**src/rtl/mfp_ahb_lite_master_arbiter_if.sv**
```systemverilog
// mfp_ahb_lite_master_arbiter_if: one AHB-Lite master<->slave link (address/control, write data, read data, ready, response).
interface mfp_ahb_lite_master_arbiter_if;
    logic [31:0] haddr;
    logic [2:0]  hburst;
    logic        hmastlock;
    logic [3:0]  hprot;
    logic [2:0]  hsize;
    logic [1:0]  htrans;
    logic [31:0] hwdata;
    logic        hwrite;
    logic [31:0] hrdata;
    logic        hready;
    logic        hresp;
    modport master (
        output haddr, hburst, hmastlock, hprot, hsize, htrans, hwdata, hwrite,
        input  hrdata, hready, hresp
    );
    modport slave (
        input  haddr, hburst, hmastlock, hprot, hsize, htrans, hwdata, hwrite,
        output hrdata, hready, hresp
    );
endinterface

```
**src/rtl/mfp_ahb_lite_master_arbiter.sv**
```systemverilog
// mfp_ahb_lite_master_arbiter: shares one AHB-Lite slave port between the core (m0) and the loader (m1),
// handing ownership over only at an idle, unlocked boundary of the current owner.
module mfp_ahb_lite_master_arbiter #(
    parameter bit DEFAULT_OWNER = 1'b0,
    parameter int STARVE_LIMIT  = 1023
) (
    input  logic                          HCLK,
    input  logic                          SI_Reset,
    mfp_ahb_lite_master_arbiter_if.slave  m0,
    mfp_ahb_lite_master_arbiter_if.slave  m1,
    mfp_ahb_lite_master_arbiter_if.master s,
    output logic                          Owner,
    output logic                          Starve
);
    localparam int W = $clog2(STARVE_LIMIT + 1);

    logic         addr_owner;
    logic         data_owner;
    logic [W-1:0] wait_cnt;
    logic [1:0]   own_trans;
    logic         own_lock;
    logic         other_req;
    logic         sw;

    assign own_trans = addr_owner ? m1.htrans : m0.htrans;
    assign own_lock  = addr_owner ? m1.hmastlock : m0.hmastlock;
    assign other_req = addr_owner ? m0.htrans[1] : m1.htrans[1];
    assign sw        = s.hready && own_trans == 2'b00 && !own_lock && other_req;

    always_ff @(posedge HCLK) begin
        if (SI_Reset) begin
            addr_owner <= DEFAULT_OWNER;
            data_owner <= DEFAULT_OWNER;
            wait_cnt   <= '0;
        end else begin
            if (sw)
                addr_owner <= ~addr_owner;
            if (s.hready)
                data_owner <= addr_owner;
            wait_cnt <= (sw || !other_req) ? '0 :
                        (wait_cnt == W'(STARVE_LIMIT)) ? wait_cnt : wait_cnt + 1'b1;
        end
    end

    assign Owner  = addr_owner;
    assign Starve = wait_cnt == W'(STARVE_LIMIT);

    assign s.haddr     = addr_owner ? m1.haddr     : m0.haddr;
    assign s.hburst    = addr_owner ? m1.hburst    : m0.hburst;
    assign s.hmastlock = addr_owner ? m1.hmastlock : m0.hmastlock;
    assign s.hprot     = addr_owner ? m1.hprot     : m0.hprot;
    assign s.hsize     = addr_owner ? m1.hsize     : m0.hsize;
    assign s.htrans    = addr_owner ? m1.htrans    : m0.htrans;
    assign s.hwrite    = addr_owner ? m1.hwrite    : m0.hwrite;
    assign s.hwdata    = data_owner ? m1.hwdata    : m0.hwdata;

    // the stalled master sees HREADY low so it keeps its request stable
    assign m0.hready = !addr_owner && s.hready;
    assign m1.hready =  addr_owner && s.hready;
    assign m0.hresp  = !data_owner && s.hresp;
    assign m1.hresp  =  data_owner && s.hresp;
    assign m0.hrdata = s.hrdata;
    assign m1.hrdata = s.hrdata;
endmodule

```
**src/flat_wrapper.sv**
```systemverilog
// flat-port wrapper written by rule: the top's interface ports become plain ports
module mfp_ahb_lite_master_arbiter_flat 
#(
    parameter bit DEFAULT_OWNER = 1'b0,
    parameter int STARVE_LIMIT  = 1023
)
  (HCLK, SI_Reset, Owner, Starve, m0_haddr, m0_hburst, m0_hmastlock, m0_hprot, m0_hsize, m0_htrans, m0_hwdata, m0_hwrite, m0_hrdata, m0_hready, m0_hresp, m1_haddr, m1_hburst, m1_hmastlock, m1_hprot, m1_hsize, m1_htrans, m1_hwdata, m1_hwrite, m1_hrdata, m1_hready, m1_hresp, s_haddr, s_hburst, s_hmastlock, s_hprot, s_hsize, s_htrans, s_hwdata, s_hwrite, s_hrdata, s_hready, s_hresp);
  mfp_ahb_lite_master_arbiter_if m0_i ();
  mfp_ahb_lite_master_arbiter_if m1_i ();
  mfp_ahb_lite_master_arbiter_if s_i ();
  input  logic HCLK;
  input  logic SI_Reset;
  output logic Owner;
  output logic Starve;
  input wire logic [$bits(m0_i.haddr)-1:0] m0_haddr;
  input wire logic [$bits(m0_i.hburst)-1:0] m0_hburst;
  input wire logic [$bits(m0_i.hmastlock)-1:0] m0_hmastlock;
  input wire logic [$bits(m0_i.hprot)-1:0] m0_hprot;
  input wire logic [$bits(m0_i.hsize)-1:0] m0_hsize;
  input wire logic [$bits(m0_i.htrans)-1:0] m0_htrans;
  input wire logic [$bits(m0_i.hwdata)-1:0] m0_hwdata;
  input wire logic [$bits(m0_i.hwrite)-1:0] m0_hwrite;
  output wire logic [$bits(m0_i.hrdata)-1:0] m0_hrdata;
  output wire logic [$bits(m0_i.hready)-1:0] m0_hready;
  output wire logic [$bits(m0_i.hresp)-1:0] m0_hresp;
  input wire logic [$bits(m1_i.haddr)-1:0] m1_haddr;
  input wire logic [$bits(m1_i.hburst)-1:0] m1_hburst;
  input wire logic [$bits(m1_i.hmastlock)-1:0] m1_hmastlock;
  input wire logic [$bits(m1_i.hprot)-1:0] m1_hprot;
  input wire logic [$bits(m1_i.hsize)-1:0] m1_hsize;
  input wire logic [$bits(m1_i.htrans)-1:0] m1_htrans;
  input wire logic [$bits(m1_i.hwdata)-1:0] m1_hwdata;
  input wire logic [$bits(m1_i.hwrite)-1:0] m1_hwrite;
  output wire logic [$bits(m1_i.hrdata)-1:0] m1_hrdata;
  output wire logic [$bits(m1_i.hready)-1:0] m1_hready;
  output wire logic [$bits(m1_i.hresp)-1:0] m1_hresp;
  output wire logic [$bits(s_i.haddr)-1:0] s_haddr;
  output wire logic [$bits(s_i.hburst)-1:0] s_hburst;
  output wire logic [$bits(s_i.hmastlock)-1:0] s_hmastlock;
  output wire logic [$bits(s_i.hprot)-1:0] s_hprot;
  output wire logic [$bits(s_i.hsize)-1:0] s_hsize;
  output wire logic [$bits(s_i.htrans)-1:0] s_htrans;
  output wire logic [$bits(s_i.hwdata)-1:0] s_hwdata;
  output wire logic [$bits(s_i.hwrite)-1:0] s_hwrite;
  input wire logic [$bits(s_i.hrdata)-1:0] s_hrdata;
  input wire logic [$bits(s_i.hready)-1:0] s_hready;
  input wire logic [$bits(s_i.hresp)-1:0] s_hresp;
  assign m0_i.haddr = m0_haddr;
  assign m0_i.hburst = m0_hburst;
  assign m0_i.hmastlock = m0_hmastlock;
  assign m0_i.hprot = m0_hprot;
  assign m0_i.hsize = m0_hsize;
  assign m0_i.htrans = m0_htrans;
  assign m0_i.hwdata = m0_hwdata;
  assign m0_i.hwrite = m0_hwrite;
  assign m0_hrdata = m0_i.hrdata;
  assign m0_hready = m0_i.hready;
  assign m0_hresp = m0_i.hresp;
  assign m1_i.haddr = m1_haddr;
  assign m1_i.hburst = m1_hburst;
  assign m1_i.hmastlock = m1_hmastlock;
  assign m1_i.hprot = m1_hprot;
  assign m1_i.hsize = m1_hsize;
  assign m1_i.htrans = m1_htrans;
  assign m1_i.hwdata = m1_hwdata;
  assign m1_i.hwrite = m1_hwrite;
  assign m1_hrdata = m1_i.hrdata;
  assign m1_hready = m1_i.hready;
  assign m1_hresp = m1_i.hresp;
  assign s_haddr = s_i.haddr;
  assign s_hburst = s_i.hburst;
  assign s_hmastlock = s_i.hmastlock;
  assign s_hprot = s_i.hprot;
  assign s_hsize = s_i.hsize;
  assign s_htrans = s_i.htrans;
  assign s_hwdata = s_i.hwdata;
  assign s_hwrite = s_i.hwrite;
  assign s_i.hrdata = s_hrdata;
  assign s_i.hready = s_hready;
  assign s_i.hresp = s_hresp;
  mfp_ahb_lite_master_arbiter #(.DEFAULT_OWNER(DEFAULT_OWNER), .STARVE_LIMIT(STARVE_LIMIT)) u_core (.HCLK(HCLK), .SI_Reset(SI_Reset), .m0(m0_i), .m1(m1_i), .s(s_i), .Owner(Owner), .Starve(Starve));
endmodule
```
**config.mk**
```make
export PLATFORM = sky130hd
export DESIGN_NAME = mfp_ahb_lite_master_arbiter_flat
export DESIGN_NICKNAME = d
export VERILOG_FILES = /design/src/rtl/mfp_ahb_lite_master_arbiter_if.sv /design/src/rtl/mfp_ahb_lite_master_arbiter.sv /design/src/flat_wrapper.sv
export SDC_FILE = /design/constraint.sdc
export NUM_CORES = 1
export LEC_CHECK = 0
export BUFFER_PORTS_ARGS = -buffer_cell sky130_fd_sc_hd__buf_2
export CORE_AREA = 2 2 131 133
export DETAILED_ROUTE_END_ITERATION = 10
export DIE_AREA = 0 0 133 135
export PLACE_DENSITY_LB_ADDON = 0.1
export SYNTH_ARGS = -nofsm -noshare
export SYNTH_HDL_FRONTEND = slang
export SYNTH_SLANG_ARGS = --single-unit
```
**constraint.sdc**
```tcl
create_clock -name HCLK -period 2 [get_ports HCLK]
set_clock_uncertainty 0.05 [all_clocks]
set_input_delay 0.2 -clock HCLK [delete_from_list [all_inputs] [get_ports HCLK]]
set_output_delay 0.2 -clock HCLK [all_outputs]
set_load 0.01 [all_outputs]
```
==> results of run 1 <==
[worst max-delay path: cells and delay by family (launching register included)]
family                   cells  cell delay, ps
buffers and inverters        2             210
AND/OR/NAND/NOR              2             510
adder cells (fa/ha/maj)      1             280
flip-flops                   1             380
[power by group]
part | total [W] | leakage (nW) | internal [W] | switching, W
Combinational | 0.000433 | 1.36 | 0.000253 | 0.000180
Sequential | 0.000246 | 0.0974 | 0.000243 | 0.00000285
Clock | 0.000413 | 0.0442 | 0.000302 | 0.000111
[state kept, by name, indices dropped and copies added, names as in the netlist]
| signal | count |
|---|---|
| u_core.wait_cnt | 10 |
| u_core.data_owner | 1 |
| u_core.Owner | 1 |
[repair_timing]
item	CTS	global route
pin swaps	0	0
setup endpoints to repair	1	1
gates resized for setup	1	1
[per-layer routing]
layer,global-route usage,vias to the layer above,part of all wire
li1,-,1064,-
met1,0.0840,928,0.34
met2,0.162,174,0.53
met3,0.0372,12,0.13
met4,0.0251,0,0.011
met5,0,-,0
[cells by family (layout without fill, tap and decap cells)]
family / Yosys count / count (layout) / synth area share
buffers and inverters: 78 / 252 / 0.275
adders and majority gates: 1 / 1 / 0.00627
DFF: 12 / 12 / 0.120
and+or+nand+nor: 31 / 31 / 0.0834
muxes: 81 / 81 / 0.455
xor gates and xnor gates: 4 / 4 / 0.0176
AOI/OAI and AO/OA: 12 / 12 / 0.0414
[Yosys cell counts]
cell      instances  share of area
and2_2            1         0.0038
nor2_1            8          0.015
nand3_1           3         0.0075
and4_1            1         0.0044
a31oi_1           3         0.0094
xnor2_1           4          0.018
clkbuf_1          4         0.0075
a311oi_1          2         0.0088
ha_1              1         0.0063
buf_4            65           0.24
and2_1            2         0.0063
buf_1             2         0.0038
nand4_1           2         0.0063
buf_2             4          0.010
and4_2            1         0.0050
a21oi_1           3         0.0075
a22oi_1           1         0.0038
inv_1             2         0.0038
nor3_1            4          0.010
buf_6             1         0.0056
a211oi_1          1         0.0038
nor2b_1           1         0.0031
nand2_1           5         0.0094
o21bai_1          1         0.0038
mux2_2           78           0.44
a41oi_1           1         0.0044
mux2i_1           3          0.015
or4_1             1         0.0038
dfxtp_1          12           0.12
nor4b_1           2         0.0088
[through the flow]
| stage | util | total power (W) |
|---|---|---|
| 2_1_floorplan | - | 0.000560 |
| 3_3_place_gp | 0.182 | 0.000689 |
| 3_5_place_dp | 0.182 | 0.000692 |
| 4_1_cts | 0.187 | 0.00111 |
| 5_1_grt | 0.187 | 0.00116 |
| 6_report | 0.187 | 0.00109 |
[how the worst max path moves through the flow]
stage,from,end,slack [ps]
after floorplan,u_core.data_owner$_SDFFE_PP0P_,s_hwdata[10],450
after global placement,s_hready,u_core.wait_cnt[2]$_SDFFE_PP0N_,280
after detailed placement,u_core.wait_cnt[0]$_SDFFE_PP0N_,Starve,250
after CTS,u_core.wait_cnt[0]$_SDFFE_PP0N_,Starve,40
after global routing,u_core.wait_cnt[0]$_SDFFE_PP0N_,Starve,10
final,u_core.wait_cnt[0]$_SDFFE_PP0N_,Starve,110
[cells in the final DEF, fill, tap and decap left out, types with 2 or more instances in the layout]
master / instances
clkbuf_16: 3
buf_4: 2
nand2_1: 5
dfxtp_1: 11
buf_2: 243
a311oi_1: 2
nand3_1: 2
nor3_1: 4
and4_2: 2
mux2_2: 78
nor2_1: 8
inv_1: 2
and2_1: 2
a21oi_1: 3
xnor2_1: 4
mux2i_1: 3
nor4b_1: 2
a31oi_1: 3
nand4_1: 2
[cell type report]
| type | count | area, um^2 |
|---|---|---|
| fillers | 1879 | 13300 |
| repair buffers | 246 | 1250 |
| multi-input cells | 129 | 1210 |
| well taps | 220 | 275 |
| flip-flops and latches | 12 | 241 |
| clock buffers | 4 | 88.8 |
| inverters | 2 | 7.51 |
==> summary.md, run 1 <==
| Metric | Value |
|---|---|
| 1st-pass router iterations | 4 |
| Crit start category | flop |
| Vias | around 2,200 |
| Avg Inst Size Synth | 9.11 um^2 |
| Root buffer cell | clkbuf_16 |
| Status | finished, final reports clean |
| Post-DP HPWL | ~7600 um |
| Slew margin rel. | 0.685 |
| Initial antenna violation count | 0 |
| CP max stage delay | between 300 and 400 ps |
| Worst endpoint data arrival time | 1640 ps |
| Die Footprint | 18,000 um^2 |
| Hold Startpoint | SI_Reset |
| Final worst-path setup slack | between 100 and 150 ps |
| Area of the core | 16,400 um^2 |
| Max IR drop VDD | 0.159 mV |
| Worst hold path class | primary input to flop |
| Postcts setup bufs | 0 |
| First-pass GRT wire length | approximately 12,000 um |
| Dpl ws | roughly 250 ps |
| Tot GR Track Use | 0.0853 |
| Post-Syn Instances | 219 |
| Crit-path max FO | 6 |
| Vias per cell | 3.55 |
| Final GP Congestion | 0.739 |
| Area delta synth->final | 54.2% |
| Sequential area share after synthesis | 0.120 |
| Post-DP Area | 2980 um^2 |
| Post-Route WL | around 8400 um |
| Port bufs | about 240 |
| Synth Net Count | 412 |
| Power density cells | ~350 nW/um^2 |
| Worst Reg-to-Reg Cells | 5 |
| Max-slew violation count | 0 |
| Yosys reg bits | 12 |
| Final ANT Viol Nets | 0 |
| RSZ-0062 raised after global routing | no |
| Die width | 133 um |
| H-tree levels | 1 |
| Final nets | 587 |
| Placed cell count | 609 |
| Non-filler cells, final | between 600 and 700 |
| Initial drt markers | 34 |
| Crit-path slowest cell | dfxtp_1 |
| Crit Reg-Reg Endpoint | u_core.wait_cnt[1]$_SDFFE_PP0N_ |
| CTS buffer count | 3 |
| CTS Hold Bufs | 0 |
| CTS sink cnt | 12 |
| Clock tree buffer depth | 2 |
| FP Rows | 47 |
| Worst Path Class, Setup | flop to primary output |
| Reg-to-reg slack, setup | 410 ps |
| FMAX | ~530 MHz |
| Reg-to-Reg Start | u_core.wait_cnt[0]$_SDFFE_PP0N_ |
| Final hold vios | 0 |
| Reg clk slew, reported paths | 50 ps |
| Die height | around 140 um |
| Pin slew with the least headroom to its limit | 472 ps |
| Clock Latency Late Sink | ~240 ps |
| Sum of negative setup slack | 0 ps |
| Antenna diode count | 0 |
| Hold depth | 2 |
| Total global routing overflow | 0 |
| Worst path required time | 1750 ps |
| Top Ports | 340 |
| Yosys Warn Count | 0 |
| CTS tree | built |
| Synth unique cells | 30 |
| Total leakage power | 1.50 nW |
| Largest net degree at the start of global routing | 40 |
| Starting Density | 0.122 |
| WL/cell | 13.8 um |
| Hold slack final | 109 ps |
| Mapped cell area | 1990 um^2 |
| Worst Hold Path EP | u_core.Owner$_SDFFE_PP0P_ |
| DRC violations left | 0 |
| Max Cap Violations | 0 |
| Fraction of layout cells with a size suffix above 1 | 0.847 |
| Cell Chain, Critical Path | ha_1 > and4_2 > nand3_2 > inv_1 > buf_2 |
| Fin crit period | 1890 ps |
| Final instance area | 3080 um^2 |
| # setup viols final | 0 |
| Nature of the critical path endpoint | primary output |
| Vias in the first global route | around 2,300 |
| Final critical-path share of the clock period | 0.943 |
Note: power is estimated with default switching activity, not from simulation.
==> run 2: changes to the inputs <==
- CTS_BUF_LIST: unset -> sky130_fd_sc_hd__clkbuf_16
==> summary.md, run 2 (synthesis results as in run 1) <==
| Metric | Value |
|---|---|
| Status | finished, final reports clean |
| 1st-pass router iterations | 4 |
| Sw frac | 0.277 |
| Max-slew violation count | 0 |
| Commonest non-fill, non-tap cell in the layout | buf_2 |
| Die height | between 100 and 150 um |
| DRC violations left | 0 |
| Reg-to-reg slack, setup | about 410 ps |
| WL/cell | approximately 14 um |
| Top Ports | 340 |
| Final worst-path setup slack | between 100 and 150 ps |
| CTS Hold Bufs | 0 |
| First-pass GRT wire length | 12,100 um |
| Final nets | 587 |
| Worst Reg-to-Reg Cells | 5 |
| Starting Density | 0.122 |
| Fin crit period | between 1500 and 2000 ps |
| Slew margin rel. | 0.685 |
| FMAX | 531 MHz |
| Die width | 133 um |
| Clock Latency Late Sink | 240 ps |
| RSZ-0062 raised after global routing | no |
| Area of the core | 16,400 um^2 |
| Crit start category | flop |
| Root buffer cell | clkbuf_16 |
| Pin slew with the least headroom to its limit | 472 ps |
| CTS tree | built |
| # setup viols final | 0 |
| Crit Reg-Reg Endpoint | u_core.wait_cnt[1]$_SDFFE_PP0N_ |
| Post-DP HPWL | 7570 um |
| Clk pwr share | 0.355 |
| Worst Path Class, Setup | flop to primary output |
| CTS buffer count | 3 |
| Max IR drop VDD | roughly 0.16 mV |
| Worst hold path class | primary input to flop |
| Final hold vios | 0 |
| Reg clk slew, reported paths | 50 ps |
| Post-CTS sizing | 1 |
| Fraction of layout cells with a size suffix above 1 | 0.845 |
| Sum of negative setup slack | 0 ps |
| Core Util, Final | 0.187 |
| Area delta synth->final | 53.7% |
| Largest reg by FF count | u_core.wait_cnt |
| Postcts setup bufs | 0 |
| Total global routing overflow | 0 |
| Dpl ws | 249 ps |
| Power density cells | ~340 nW/um^2 |
| Worst path required time | about 1800 ps |
| Commonest non-fill, non-tap cells in the layout | buf_2 (243), mux2_2 (78), dfxtp_1 (11) |
| Final critical-path share of the clock period | 0.942 |
| H-tree levels | 1 |
| Reg-to-Reg Start | u_core.wait_cnt[0]$_SDFFE_PP0N_ |
| Logic pwr share | 0.411 |
| Final ANT Viol Nets | 0 |
| Hold depth | 2 |
| Initial drt markers | 34 |
| Final GP Congestion | 0.739 |
| Nature of the critical path endpoint | primary output |
| Clock tree buffer depth | 2 |
| Post-Route WL | roughly 8400 um |
| Antenna diode count | 0 |
| Tot GR Track Use | 0.0853 |
| Worst Hold Path EP | u_core.Owner$_SDFFE_PP0P_ |
| CTS sink cnt | 12 |
| Vias | 2,174 |
| Total leakage power | between 1 and 1.5 nW |
| Port bufs | ~240 |
| Worst endpoint data arrival time | 1630 ps |
| Largest net degree at the start of global routing | 40 |
| Hold Startpoint | SI_Reset |
| Max FFs per register | 10 |
| Overall power | between 0.001 and 0.0015 W |
| Vias per cell | 3.55 |
| Psw | 0.000291 W |
| Vias in the first global route | 2,266 |
| FP Rows | 47 |
| Max Cap Violations | 0 |
| Initial antenna violation count | 0 |
| Power share of the sequential group | 0.234 |
| Power Internal | 0.000759 W |
| Crit-path max FO | 6 |
| Die Footprint | 18,000 um^2 |
run 2: final cells by class:
| type | count | area [um^2] |
|---|---|---|
| repair buffers | 246 | 1250 |
| multi-input cells | 129 | 1210 |
| fillers | 1880 | 13300 |
| clock inverters | 1 | 3.75 |
| flip-flops and latches | 12 | 241 |
| well taps | 220 | 275 |
| clock buffers | 3 | 75.1 |
| inverters | 2 | 7.51 |
run 2: how the worst max path moves through the flow:
stage                                                from                               to
after floorplan            u_core.data_owner$_SDFFE_PP0P_                     s_hwdata[10]
after global placement                           s_hready  u_core.wait_cnt[2]$_SDFFE_PP0N_
after detailed placement  u_core.wait_cnt[0]$_SDFFE_PP0N_                           Starve
after CTS                 u_core.wait_cnt[0]$_SDFFE_PP0N_                           Starve
after global routing      u_core.wait_cnt[0]$_SDFFE_PP0N_                           Starve
final                     u_core.wait_cnt[0]$_SDFFE_PP0N_                           Starve
run 2: power groups by stage:
stage / clock network, W / logic, W / registers (W)
after floorplan: 0 / 0.000310 / 0.000249
after global placement: 0 / 0.000439 / 0.000250
after detailed placement: 0 / 0.000442 / 0.000250
after CTS: 0.000386 / 0.000444 / 0.000245
after global routing: 0.000394 / 0.000474 / 0.000246
final: 0.000373 / 0.000432 / 0.000246
run 2: layer usage:
metal,up-vias,part of all wire,global-route usage
li1,1064,-,-
met1,927,0.34,0.0840
met2,171,0.53,0.162
met3,12,0.13,0.0372
met4,0,0.011,0.0251
met5,-,0,0
run 2: stage by stage:
step,instances,cell area (um^2),hold slack [ps]
after CTS,613,3060,112
final,613,3070,110
after global placement,609,2980,350
after floorplan,219,1990,222
after detailed placement,609,2980,350
after global routing,613,3070,116
run 2: critical path, stage by stage, from the launching register on:
cell,delay [ps]
dfxtp_1,380
ha_1,280
and4_2,340
nand3_2,170
inv_1,80
buf_2,130
==> run 3: changes to the inputs <==
- RECOVER_POWER: unset -> 100
==> summary.md, run 3 (synthesis results as in run 1) <==
| Metric | Value |
|---|---|
| Status | finished, final reports clean |
| Hold depth | 2 |
| Area delta synth->final | 53.3% |
| Fin crit period | about 1900 ps |
| Crit start category | flop |
| CTS buffer count | 3 |
| Die width | around 130 um |
| Port bufs | about 240 |
| Final GP Congestion | 0.739 |
| Largest net degree at the start of global routing | 40 |
| Die height | 135 um |
| Multi-input gate area | 1210 um^2 |
| Worst hold path class | primary input to flop |
| Starting Density | 0.122 |
| Post-DP HPWL | 7570 um |
| Largest reg by FF count | u_core.wait_cnt |
| Final ANT Viol Nets | 0 |
| Max-slew violation count | 0 |
| Total global routing overflow | 0 |
| Commonest non-fill, non-tap cells in the layout | buf_2 (240), mux2_2 (78), dfxtp_1 (12) |
| Slew margin rel. | 0.629 |
| CP Launch Point | u_core.wait_cnt[0]$_SDFFE_PP0N_ |
| Fraction of layout cells with a size suffix above 1 | 0.832 |
| FMAX | 531 MHz |
| First-pass GRT wire length | 12,100 um |
| Area of the core | 16,400 um^2 |
| Postcts setup bufs | 0 |
| DRC violations left | 0 |
| CP max stage delay | between 300 and 400 ps |
| Hold Startpoint | SI_Reset |
| Clock Latency Late Sink | 240 ps |
| Nature of the critical path endpoint | primary output |
| Cell Chain, Critical Path | ha_1 > and4_2 > nand3_2 > inv_1 > buf_2 |
| Crit-path max FO | 6 |
| Antenna diode count | 0 |
| Max Cap Violations | 0 |
| Sum of negative setup slack | 0 ps |
| Worst path required time | 1750 ps |
| Max IR drop VDD | 0.158 mV |
| Initial antenna violation count | 0 |
| Initial drt markers | 34 |
| Crit Reg-Reg Endpoint | u_core.wait_cnt[1]$_SDFFE_PP0N_ |
| Final hold vios | 0 |
| Vias in the first global route | 2,266 |
| Commonest non-fill, non-tap cell in the layout | buf_2 |
| # setup viols final | 0 |
| Reg-to-Reg Start | u_core.wait_cnt[0]$_SDFFE_PP0N_ |
| Seq. cell area | 240 um^2 |
| Core Util, Final | 0.186 |
| Reg-to-reg slack, setup | a little over 400 ps |
| Clock tree buffer depth | 2 |
| Vias | roughly 2,200 |
| CTS sink cnt | 12 |
| FP Rows | 47 |
| Crit-path slowest cell | dfxtp_1 |
| Post-Route WL | 8440 um |
| Max FFs per register | 10 |
| Overall power | 0.00105 W |
| Vias per cell | between 3 and 4 |
| Final nets | 587 |
| CTS tree | built |
| RSZ-0062 raised after global routing | no |
| Worst Hold Path EP | u_core.data_owner$_SDFFE_PP0P_ |
| Top Ports | 340 |
| Worst endpoint data arrival time | 1630 ps |
| Power density cells | roughly 340 nW/um^2 |
| Worst Reg-to-Reg Cells | 5 |
| Reg clk slew, reported paths | 50 ps |
| 1st-pass router iterations | 4 |
| Die Footprint | 18,000 um^2 |
| Final critical-path share of the clock period | 0.942 |
| Pin slew with the least headroom to its limit | 556 ps |
| Total leakage power | 1.48 nW |
| Worst Path Class, Setup | flop to primary output |
| FILL cells | 1,886 |
| Tot GR Track Use | 0.0853 |
| Root buffer cell | clkbuf_16 |
| WL/cell | 13.8 um |
| H-tree levels | 1 |
-- run 3: cell count changes in the layout (fill, tap and decap cells not counted) --
cell      before  now
buf_2        243  240
buf_4          2    1
clkbuf_1       0    4
dfxtp_1       11   12
dfxtp_2        1    0
-- run 3: worst max path at each step --
stage,slack (ps),end
6_report,120,Starve
5_1_grt,10,Starve
4_1_cts,40,Starve
3_5_place_dp,250,Starve
3_3_place_gp,280,u_core.wait_cnt[2]$_SDFFE_PP0N_
2_1_floorplan,450,s_hwdata[10]
-- run 3: metal layers --
metal / GRT usage / share of wire / vias to the layer above
li1: - / - / 1064
met1: 0.0840 / 0.34 / 930
met2: 0.162 / 0.53 / 172
met3: 0.0372 / 0.13 / 12
met4: 0.0251 / 0.011 / 0
met5: 0 / 0 / -
-- run 3: metrics by stage --
step	setup slack, ps	hold WS (ps)	cell area (um^2)	instances
3_5_place_dp	249	350	2980	609
3_3_place_gp	282	350	2980	609
2_1_floorplan	453	222	1990	219
6_report	117	115	3060	613
4_1_cts	43.6	112	3060	613
5_1_grt	9.72	121	3060	613
-- run 3: power breakdown --
part	leakage, nW	internal (W)	switching (W)
Sequential	0.0969	0.000243	0.00000285
Combinational	1.34	0.000252	0.000179
Clock	0.0385	0.000264	0.000109
Total	1.48	0.000758	0.000291
-- run 3: timing repair --
action | CTS | global route
hold buffers | 0 | 0
gates resized for setup | 1 | 1
endpoints found under the setup margin | 1 | 1
-- run 3: critical path, delay by kind of cell (launching register included) --
family / cells / cell delay [ps]
buffers and inverters: 2 / 210
and+or+nand+nor: 2 / 510
DFF: 1 / 380
adders and majority gates: 1 / 280
-- run 3: area by class of cell --
type	instances	share of cell area
Clock buffer	3	0.0246
Inverter	2	0.00246
Multi-Input combinational cell	129	0.396
Tap cell	220	0.0901
Sequential cell	12	0.0786
Timing Repair Buffer	246	0.407
Clock inverter	1	0.00123
